[src/rtl/rom_mux_pkg.sv]
// Shared constants and reset-threshold helper for the ROM address selector family.
package rom_mux_pkg;
  localparam int MAX_NCH = 8;
  localparam int SEL_W   = 3;

  // Threshold k resets to (k+1)*step, clamped to the largest CW-bit value.
  function automatic logic [63:0] rst_thr(input int k, input int step, input int cw);
    logic [63:0] v, mx;
    v  = 64'(k + 1) * 64'(step);
    mx = (64'd1 << cw) - 64'd1;
    return (v > mx) ? mx : v;
  endfunction
endpackage

[src/rtl/rom_region_enc.sv]
// Region encoder: sel is the number of thresholds strictly exceeded by cur_idx.
module rom_region_enc
  import rom_mux_pkg::*;
#(
  parameter int NCH = 2,
  parameter int CW  = 16
) (
  input  logic [CW-1:0]           cur_idx_i,
  input  logic [NCH-2:0][CW-1:0]  thr_i,
  output logic [SEL_W-1:0]        sel_o
);
  // A count rather than a priority search keeps unordered thresholds well defined.
  always_comb begin
    sel_o = '0;
    for (int k = 0; k < NCH - 1; k++)
      if (cur_idx_i > thr_i[k]) sel_o = sel_o + SEL_W'(1);
  end
endmodule

[src/rtl/rom_addr_mux_n.sv]
// NCH-source ROM address selector for the sprite path; frame-committed thresholds,
// one registered lookup per pixel strobe.
module rom_addr_mux_n
  import rom_mux_pkg::*;
#(
  parameter int NCH      = 2,
  parameter int AW       = 16,
  parameter int CW       = 16,
  parameter int THR_STEP = 600
) (
  input  logic                clk,
  input  logic                rst,
  input  logic                frame_start,
  input  logic                pix_en,
  input  logic [NCH*AW-1:0]   ch_addr,
  input  logic                cfg_we,
  input  logic [SEL_W-1:0]    cfg_idx,
  input  logic [CW-1:0]       cfg_thr,
  output logic [AW-1:0]       rom_addr,
  output logic [SEL_W-1:0]    rom_sel,
  output logic                rom_addr_vld,
  output logic [CW-1:0]       pix_idx
);
  typedef logic [NCH-2:0][CW-1:0] thr_t;

  function automatic thr_t thr_rst_vals();
    thr_t        r;
    logic [63:0] v;
    for (int k = 0; k < NCH - 1; k++) begin
      v    = rst_thr(k, THR_STEP, CW);
      r[k] = v[CW-1:0];
    end
    return r;
  endfunction

  localparam thr_t          THR_RST = thr_rst_vals();
  localparam logic [CW-1:0] IDX_MAX = '1;

  thr_t             shadow_q, shadow_d, act_q, act_d;
  logic [CW-1:0]    pix_idx_q, pix_idx_d, cur_idx;
  logic [SEL_W-1:0] sel, rom_sel_q, rom_sel_d;
  logic [AW-1:0]    sel_addr, rom_addr_q, rom_addr_d;
  logic             vld_q, vld_d;

  // Commit goes through shadow_d so a write on the frame_start cycle lands at once.
  always_comb begin
    shadow_d = shadow_q;
    if (cfg_we)
      for (int k = 0; k < NCH - 1; k++)
        if (cfg_idx == SEL_W'(k)) shadow_d[k] = cfg_thr;
    act_d = frame_start ? shadow_d : act_q;
  end

  assign cur_idx = frame_start ? '0 : pix_idx_q;

  always_comb begin
    pix_idx_d = pix_idx_q;
    if (pix_en)
      pix_idx_d = (cur_idx == IDX_MAX) ? IDX_MAX : cur_idx + CW'(1);
    else if (frame_start)
      pix_idx_d = '0;
  end

  rom_region_enc #(.NCH(NCH), .CW(CW)) u_enc (
    .cur_idx_i (cur_idx),
    .thr_i     (act_d),
    .sel_o     (sel)
  );

  always_comb begin
    sel_addr = '0;
    for (int k = 0; k < NCH; k++)
      if (sel == SEL_W'(k)) sel_addr = ch_addr[k*AW +: AW];
  end

  always_comb begin
    rom_addr_d = pix_en ? sel_addr : rom_addr_q;
    rom_sel_d  = pix_en ? sel : rom_sel_q;
    vld_d      = pix_en;
  end

  always_ff @(posedge clk or posedge rst) begin
    if (rst) begin
      shadow_q   <= THR_RST;
      act_q      <= THR_RST;
      pix_idx_q  <= '0;
      rom_addr_q <= '0;
      rom_sel_q  <= '0;
      vld_q      <= 1'b0;
    end else begin
      shadow_q   <= shadow_d;
      act_q      <= act_d;
      pix_idx_q  <= pix_idx_d;
      rom_addr_q <= rom_addr_d;
      rom_sel_q  <= rom_sel_d;
      vld_q      <= vld_d;
    end
  end

  assign rom_addr     = rom_addr_q;
  assign rom_sel      = rom_sel_q;
  assign rom_addr_vld = vld_q;
  assign pix_idx      = pix_idx_q;
endmodule
[config.mk]
export PLATFORM = sky130hd
export DESIGN_NAME = rom_addr_mux_n
export DESIGN_NICKNAME = d
export VERILOG_FILES = /design/src/rtl/rom_mux_pkg.sv /design/src/rtl/rom_region_enc.sv /design/src/rtl/rom_addr_mux_n.sv
export SDC_FILE = /design/constraint.sdc
export NUM_CORES = 1
export LEC_CHECK = 0
export CORE_MARGIN = 2
export CORE_UTILIZATION = 44
export DETAILED_ROUTE_END_ITERATION = 8
export GPL_TIMING_DRIVEN = 0
export PLACE_DENSITY = 0.72
export SLEW_MARGIN = 20
export SYNTH_ARGS = -nofsm -noshare
export SYNTH_HDL_FRONTEND = slang
export SYNTH_SLANG_ARGS = --single-unit
[constraint.sdc]
create_clock -name clk -period 3 [get_ports clk]
set_input_delay 0.45 -clock clk [delete_from_list [all_inputs] [get_ports clk]]
set_output_delay 0.45 -clock clk [all_outputs]
set_load 0.01 [all_outputs]
# After elaboration in Yosys (flattened, before gate mapping)
# Index checks and enable logic that the tools add are counted.
[totals]
register_bits = 68
in_bits = 56
output_inout_bits = 36
word_cells = 21
[op_classes]
add_sub_neg = 1
n_lt_le_gt_ge = 1
eq_ne = 2
n_mux = 9
n_reduce_logical = 2
[ops]
columns = ["op", "n"]
rows = [
  ["two-way mux 16 bit", 8],
  ["adder 16 x 1 -> 16 bit, second input constant", 1],
  ["equality test 16 bit, second input constant", 1],
  ["> comparator 16 bit", 1],
  ["zero test 3 bit", 2],
  ["equality test 3 x 1 -> 1 bit, second input constant", 1],
  ["two-way mux 1 bit", 1],
]

# Longest topological paths before layout
# Gate-level depths: netlist (run 1).
[depth]
word_depth = 9
ltp_mapped = 13
ltp_nobuf = 9

# Cells and area by module
# Synthesis (run 1) repeated with hierarchy kept, for this count alone.
[unflattened]
hier_cells = 306
hier_area_um2 = 3447.1
[modules_own_cells]
columns = ["module", "instances", "cells_each", "area_per_inst_um2", "seq_area_each_um2"]
rows = [
  ["rom_addr_mux_n", 1, 247, 3021.6, 1711.6],
  ["rom_region_enc", 1, 59, 425.4, 0.0],
]

# Worst setup path before layout (run 1)
# OpenSTA, ideal clock, no wires.
[synth_path]
path_type = "in2reg"
from = "input cfg_idx[1]"
to = "register rom_addr_q[0] (netlist: rom_addr[0])"
setup_time_ps = 126
arrival_ps = 3191
required_time_ps = 2874
setup_slack_ps = -317
path_stages = 13
n_path_buf = 4
cell_sequence = "nor4b_1 > buf_2 > buf_2 > mux2i_1 > a21o_1 > ha_1 > a21o_1 > nand3_1 > o311ai_2 > or3_1 > buf_4 > buf_6 > a311o_1"
[synth_between]
elab_chain_cells = 9
word_cells_on_any_way = 10
cone_classes = "order compare: 1; eq/ne: 1; mux: 6; reduce/logical: 2"
[synth_rtl]
columns = ["element", "line", "text"]
rows = [
  ["start: declaration", "rom_addr_mux_n.sv:17", "input logic [SEL_W-1:0] cfg_idx,"],
  ["zero test 3 bit *", "rom_addr_mux_n.sv:50", "if (cfg_idx == SEL_W'(k)) shadow_d[k] = cfg_thr;"],
  ["two-way mux 16 bit *", "rom_addr_mux_n.sv:50", ""],
  ["two-way mux 16 bit *", "rom_addr_mux_n.sv:48", "if (cfg_we)"],
  ["two-way mux 16 bit *", "rom_addr_mux_n.sv:51", "act_d = frame_start ? shadow_d : act_q;"],
  ["> comparator 16 bit *", "rom_region_enc.sv:16", "if (cur_idx_i > thr_i[k]) sel_o = sel_o + SEL_W'(1);"],
  ["two-way mux 1 bit *", "rom_region_enc.sv:16", ""],
  ["zero test 3 bit", "rom_addr_mux_n.sv:73", "if (sel == SEL_W'(k)) sel_addr = ch_addr[k*AW +: AW];"],
  ["two-way mux 16 bit", "rom_addr_mux_n.sv:73", ""],
  ["two-way mux 16 bit *", "rom_addr_mux_n.sv:73", ""],
  ["end signal: assignment", "rom_addr_mux_n.sv:94", "rom_addr_q <= rom_addr_d;"],
  ["end: declaration", "rom_addr_mux_n.sv:42", "logic [AW-1:0] sel_addr, rom_addr_q, rom_addr_d;"],
]
# Every way passes the cells marked *; elsewhere a longest branch is shown, timed or not.
# A chain may end at the register's enable or synchronous reset.

# Final worst setup path (run 1)
[layout_path]
from = "input cfg_idx[1]"
to = "register rom_addr_q[1] (netlist: rom_addr[1])"
# The elaborated chain is that of the path after synthesis.

==> results of run 1 <==
-- layout make-up --
class / count / area, um2 / share of cell area
plain buffers: 22 / 203 / 0.0371
clock buffers: 10 / 138 / 0.0252
clock inverters: 6 / 65.1 / 0.0119
inverters: 34 / 130 / 0.0238
multi-input cells: 231 / 1950 / 0.356
flip-flops and latches: 66 / 1660 / 0.304
well taps: 102 / 128 / 0.0234
repair buffers: 118 / 1190 / 0.218
-- cell usage after synthesis (2+ instances only) --
| cell type | n | area (um2) |
|---|---|---|
| mux2_2 | 3 | 33.8 |
| and3_1 | 2 | 12.5 |
| or3_1 | 3 | 18.8 |
| ha_1 | 17 | 213 |
| a311o_1 | 16 | 160 |
| inv_1 | 33 | 124 |
| clkbuf_1 | 13 | 48.8 |
| nand4_1 | 7 | 43.8 |
| a21o_1 | 17 | 128 |
| xor2_1 | 5 | 43.8 |
| dfrtp_1 | 58 | 1450 |
| nand2_1 | 31 | 116 |
| buf_4 | 4 | 30.0 |
| buf_2 | 3 | 15.0 |
| nand2b_1 | 2 | 12.5 |
| a21oi_1 | 8 | 40.0 |
| and4b_1 | 2 | 20.0 |
| o21a_1 | 2 | 15.0 |
| xnor2_1 | 2 | 17.5 |
| nor2b_1 | 15 | 93.8 |
| and4_1 | 2 | 17.5 |
| dfstp_2 | 8 | 210 |
| o21ai_0 | 6 | 30.0 |
| mux2i_1 | 16 | 160 |
| o211ai_1 | 2 | 15.0 |
| nor2_1 | 18 | 67.6 |
| nor4_1 | 16 | 100 |
| o2bb2ai_1 | 16 | 140 |
| nand3_1 | 10 | 50.1 |
-- worst max-delay path, cell delays in order --
cell and delay [ns]:
buf_6 0.10, nor4b_4 0.28, buf_6 0.16, buf_12 0.10, buf_12 0.12, mux2i_4 0.22, a21o_1 0.19, ha_4 0.21
nor2b_4 0.11, o211ai_1 0.29, a21boi_4 0.11, or3_1 0.37, buf_6 0.14, buf_4 0.13, a311o_1 0.26
-- logic make-up after synthesis --
kind of cell	share of synthesized area
buf+inv	0.0665
xor+xnor	0.0172
fa+ha+maj	0.0595
mux	0.0543
flops	0.465
simple gates	0.170
other cells	0.00105
compound gates	0.167
-- flip-flops by register name, indices dropped and copies added (netlist names) --
| signal | count |
|---|---|
| act_q | 16 |
| pix_idx | 16 |
| rom_addr | 16 |
| rom_addr_vld | 1 |
| rom_sel | 1 |
| shadow_q | 16 |
-- metal layers --
metal	vias up	track usage
met5	-	0
met4	0	0.0797
met3	12	0.0522
met2	99	0.384
met1	1527	0.268
li1	1517	-
-- power by group through the flow --
stage / clock network, mW / registers (mW) / logic, mW
floorplan: 0 / 1.07 / 0.249
global placement: 0 / 1.06 / 0.431
detailed placement: 0 / 1.06 / 0.449
CTS: 0.768 / 1.06 / 0.517
global route: 0.825 / 1.08 / 0.614
finish: 0.758 / 1.07 / 0.555
-- worst paths after layout --
kind	to	cells past startpoint	slack, ns
hold / removal	rom_addr_vld	2	0.44
max in group asynchronous	shadow_q[6]	3	1.98
setup / recovery	rom_addr[1]	15	-0.03
hold reg to reg	shadow_q[15]	2	0.48
setup reg to reg	rom_addr[1]	11	0.34
min in group clk	shadow_q[15]	2	0.48
-- repair_timing --
action / 4_1_cts / 5_1_grt
endpoints found under the setup margin: 17 / 17
setup buffers: 22 / 6
pin swaps: 25 / 18
hold buffers: 0 / 0
gates cloned: 2 / 0
gates resized for setup: 67 / 16
-- cells in the final DEF (no fill, tap or decap), types with 3 or more instances in the layout --
cell             count
o2bb2ai_1           16
mux2i_1              5
a311o_1             16
nand3_1              9
or3_1                3
clkbuf_2             4
o21ai_0              6
nor2_1              18
clkdlybuf4s50_1     84
nor4_1              16
mux2i_4              9
nor2b_1             14
ha_1                11
buf_6                7
inv_1               32
xor2_1               5
mux2_2               3
nand4_1              7
nand2_1             29
a21o_1              17
ha_4                 6
a21oi_2              3
clkbuf_1             5
buf_4               23
clkbuf_8            14
dfstp_2              8
dfrtp_1             58
buf_12               6
a21oi_1              4
==> flow_summary.toml, run 1 <==
[floorplanning]
io_pins = 92
die_y_um = 94.1
start_util = 0.458
rows = 32
die-width_um = 94.1
core_um2 = 7810
die-area_um2 = 8860

[setup_path]
crit_fanout = 5
crit_required_ns = 3.23
path_class = "primary input to register"
startpoint = "cfg_idx[1]"
crit_arrival_ns = 3.26
end_kind = "register"
start_kind = "primary input"
reg2reg_from = "shadow_q[9]"

[final_layout]
fin_area_um2 = 5460
area_growth_syn_to_layout_pct = 52.9
fin_cells = 589
n_antenna_cell = 0
nNetsFinal = 555
nFillCells = 577
drive_above_1_share = 0.226
utilization = 0.700

[synth]
yosys_register_bits = 66
synthFlopType = "dfrtp_1"
ys_warn_count = 0
ys_seq_area_frac = 0.465
synth_cell_type_count = 44
syn_area_um2 = 3570
synthArstFlopShare = 1.00
syn-mean-instance-area_um2 = 10.2
synth_edf_count = 0
netlist_instances = 352

[power_and_ir_drop]
vdd_drop_max_uv = 221
finalPower_mw = 2.38
comb_power_share = 0.233
pwr-share-clk = 0.318
p_leak_nw = 2.52
p_sw_frac = 0.273
power.switching_mw = 0.649
seq_power_share = 0.448
p_per_area_nw_per_um2 = 435
p_int_mw = 1.73

[clock_tree]
htree_levels = 3
cts_tree = "built"
clock_path_buffers = 2
clk_pin_slew_ns = 0.07
clock-sinks = 66
clock_latency_ns = 0.34
cts_buffers = 9
cts_root_buffer = "clkbuf_8"

[timing]
setup_ws_ns = -0.0284
setup_viol = 16
hold_viol = 0
period_share = 1.01
finalSetupTns_ns = -0.210
rsz0062_at_grt = "true"
skew_ns = 0.0111
fin_crit_ns = 3.03
tightest_slew_ns = 0.546
slew_violations = 0
worst_hold_slack_ns = 0.441
maxSlewHeadroom = 0.636
fmax_mhz = 330

[job]
drv_cap = 0

[place]
placedCellCount = 545
gp_congestion = 0.774
postPlaceCellArea_um2 = 4670
port_buffers = 89
dpl_worst_slack_ns = -1.40
post-dp-hpwl_um = 6290

[route]
drt_iter0_drc = 118
drt-total-wl_um = 9400
viasPerCell = 5.36
final_antenna_net_count = 0
dr_wl_met2_um = 4760
met3_length_um = 578
drt_pass1_iterations = 4
highest_layer = "met4"
wire_per_inst_um = 16.0
drcViolationCount = 0
num_vias = 3155
drt-met1-wl_um = 3920

[global_routing]
antenna_found_initial = 0
grt_max_degree = 40
grt_pass1_vias = 3098
grtUsageTotal = 0.221
grt_pass1_wl_um = 15200
grt-ovfl-total = 0

[status]
status = "complete, but fails checks"
violations = "negative setup slack"

[min_path]
min_path_type = "primary input to asynchronous set/reset pin"
Power figures use the tool's default switching activity.
==> run 2, diff against run 1 <==
- CELL_PAD_IN_SITES_DETAIL_PLACEMENT: default -> 0
- CELL_PAD_IN_SITES_GLOBAL_PLACEMENT: default -> 1
- CORE_UTILIZATION: 44 -> 37
- PLACE_DENSITY: 0.72 -> 0.78
==> flow_summary.toml, run 2 (synthesized netlist as in run 1, its figures left out) <==
[status]
status = "complete, but fails checks"
violations = "negative setup slack"

[timing]
setup_viol = 5
finalSetupTns_ns = -0.0943
hold_viol = 0
period_share = 1.02
fin_crit_ns = 3.06
rsz0062_at_grt = "true"
fmax_mhz = 327
slew_violations = 0
tightest_slew_ns = 0.512
maxSlewHeadroom = 0.659
setup_ws_ns = -0.0624
skew_ns = 0.00741

[power_and_ir_drop]
vdd_drop_max_uv = 206
p_per_area_nw_per_um2 = 463
p_leak_nw = 2.51

[route]
drt_iter0_drc = 94
num_vias = 3142
viasPerCell = 5.14
wire_per_inst_um = 15.8
drt_pass1_iterations = 4
final_antenna_net_count = 0
drcViolationCount = 0
drt-total-wl_um = 9670

[global_routing]
grtUsageTotal = 0.192
grt_pass1_wl_um = 15400
grt_pass1_vias = 3255
antenna_found_initial = 0
grt-ovfl-total = 0
grt_max_degree = 36

[setup_path]
start_kind = "primary input"
crit_fanout = 5
crit_required_ns = 3.23
path_class = "primary input to register"
crit_arrival_ns = 3.29
end_kind = "register"

[clock_tree]
clock-sinks = 66
htree_levels = 3
holdBufCountCts = 0
cts_buffers = 9
cts_tree = "built"
clock_latency_ns = 0.34
clock_path_buffers = 2
clk_pin_slew_ns = 0.08
cts_root_buffer = "clkbuf_8"

[floorplanning]
die-area_um2 = 10500
start_util = 0.385
die_y_um = 102
io_pins = 92
core_um2 = 9280
rows = 35
die-width_um = 102

[min_path]
min_path_type = "primary input to asynchronous set/reset pin"

[final_layout]
nNetsFinal = 550
area_growth_syn_to_layout_pct = 52.9
n_antenna_cell = 0
drive_above_1_share = 0.214
fin_area_um2 = 5460
fin_cells = 611
layout_common_cells = "clkdlybuf4s50_1, dfrtp_1, inv_1, nand2_1, buf_4"
final_common_cell = "clkdlybuf4s50_1"

[place]
dpl_worst_slack_ns = -1.46
gp_congestion = 0.826
post-dp-hpwl_um = 6770
postPlaceCellArea_um2 = 4700
port_buffers = 89
placedCellCount = 572

[job]
drv_cap = 0
==> run 2: what timing repair did <==
action	4_1_cts	5_1_grt
resized for setup	63	16
pin swaps	17	24
cloned	2	0
setup buffers	14	11
endpoints found under the setup margin	17	16
==> run 2: worst paths after layout <==
check,start,slack (ns),cells past startpoint,end
max,cfg_idx[1],-0.06,15,rom_addr[5]
min,rst,0.45,2,act_q[1]
max reg2reg,shadow_q[9],0.27,11,rom_addr[5]
min reg2reg,shadow_q[10],0.49,2,shadow_q[10]
max in group asynchronous,rst,1.98,3,act_q[3]
min in group clk,shadow_q[10],0.49,2,shadow_q[10]
==> run 2: power breakdown <==
group	total, mW	switching [mW]	internal, mW	leakage (nW)
sequential	1.06	0.0488	1.01	0.806
clock	0.911	0.359	0.552	0.123
combinational	0.552	0.248	0.304	1.58
total	2.53	0.656	1.87	2.51
==> run 2: final cells by class <==
| cell class | instances | area (um2) |
|---|---|---|
| Buffer | 20 | 183 |
| Clock buffer | 9 | 124 |
| Clock inverter | 7 | 118 |
| Fill cell | 808 | 3820 |
| Inverter | 34 | 130 |
| Multi-Input combinational cell | 231 | 1930 |
| Sequential cell | 66 | 1660 |
| Tap cell | 129 | 161 |
| Timing Repair Buffer | 115 | 1150 |
==> run 2: per-stage QoR <==
stage	utilization	total power, mW	hold slack (ns)
after detailed placement	0.506	1.52	0.476
final	0.588	2.53	0.447
after floorplan	-	1.32	0.447
after global routing	0.588	2.65	0.477
after global placement	0.504	1.50	0.468
after CTS	0.575	2.50	0.457
==> run 2: worst max-delay path, stage by stage <==
cell	delay (ns)
buf_6	0.10
nor4b_4	0.27
buf_6	0.17
buf_12	0.14
mux2i_4	0.23
a21o_1	0.19
ha_4	0.21
nor2b_4	0.12
o211ai_1	0.28
a21boi_4	0.10
or3_1	0.36
buf_6	0.15
buf_6	0.11
buf_6	0.11
a311o_1	0.30
==> run 2: routing by layer <==
metal  up-vias  track usage  part of all wire
li1       1509            -                 -
met1      1507        0.230              0.42
met2       108        0.334              0.49
met3        18       0.0458             0.065
met4         0       0.0769             0.020
met5         -            0                 0
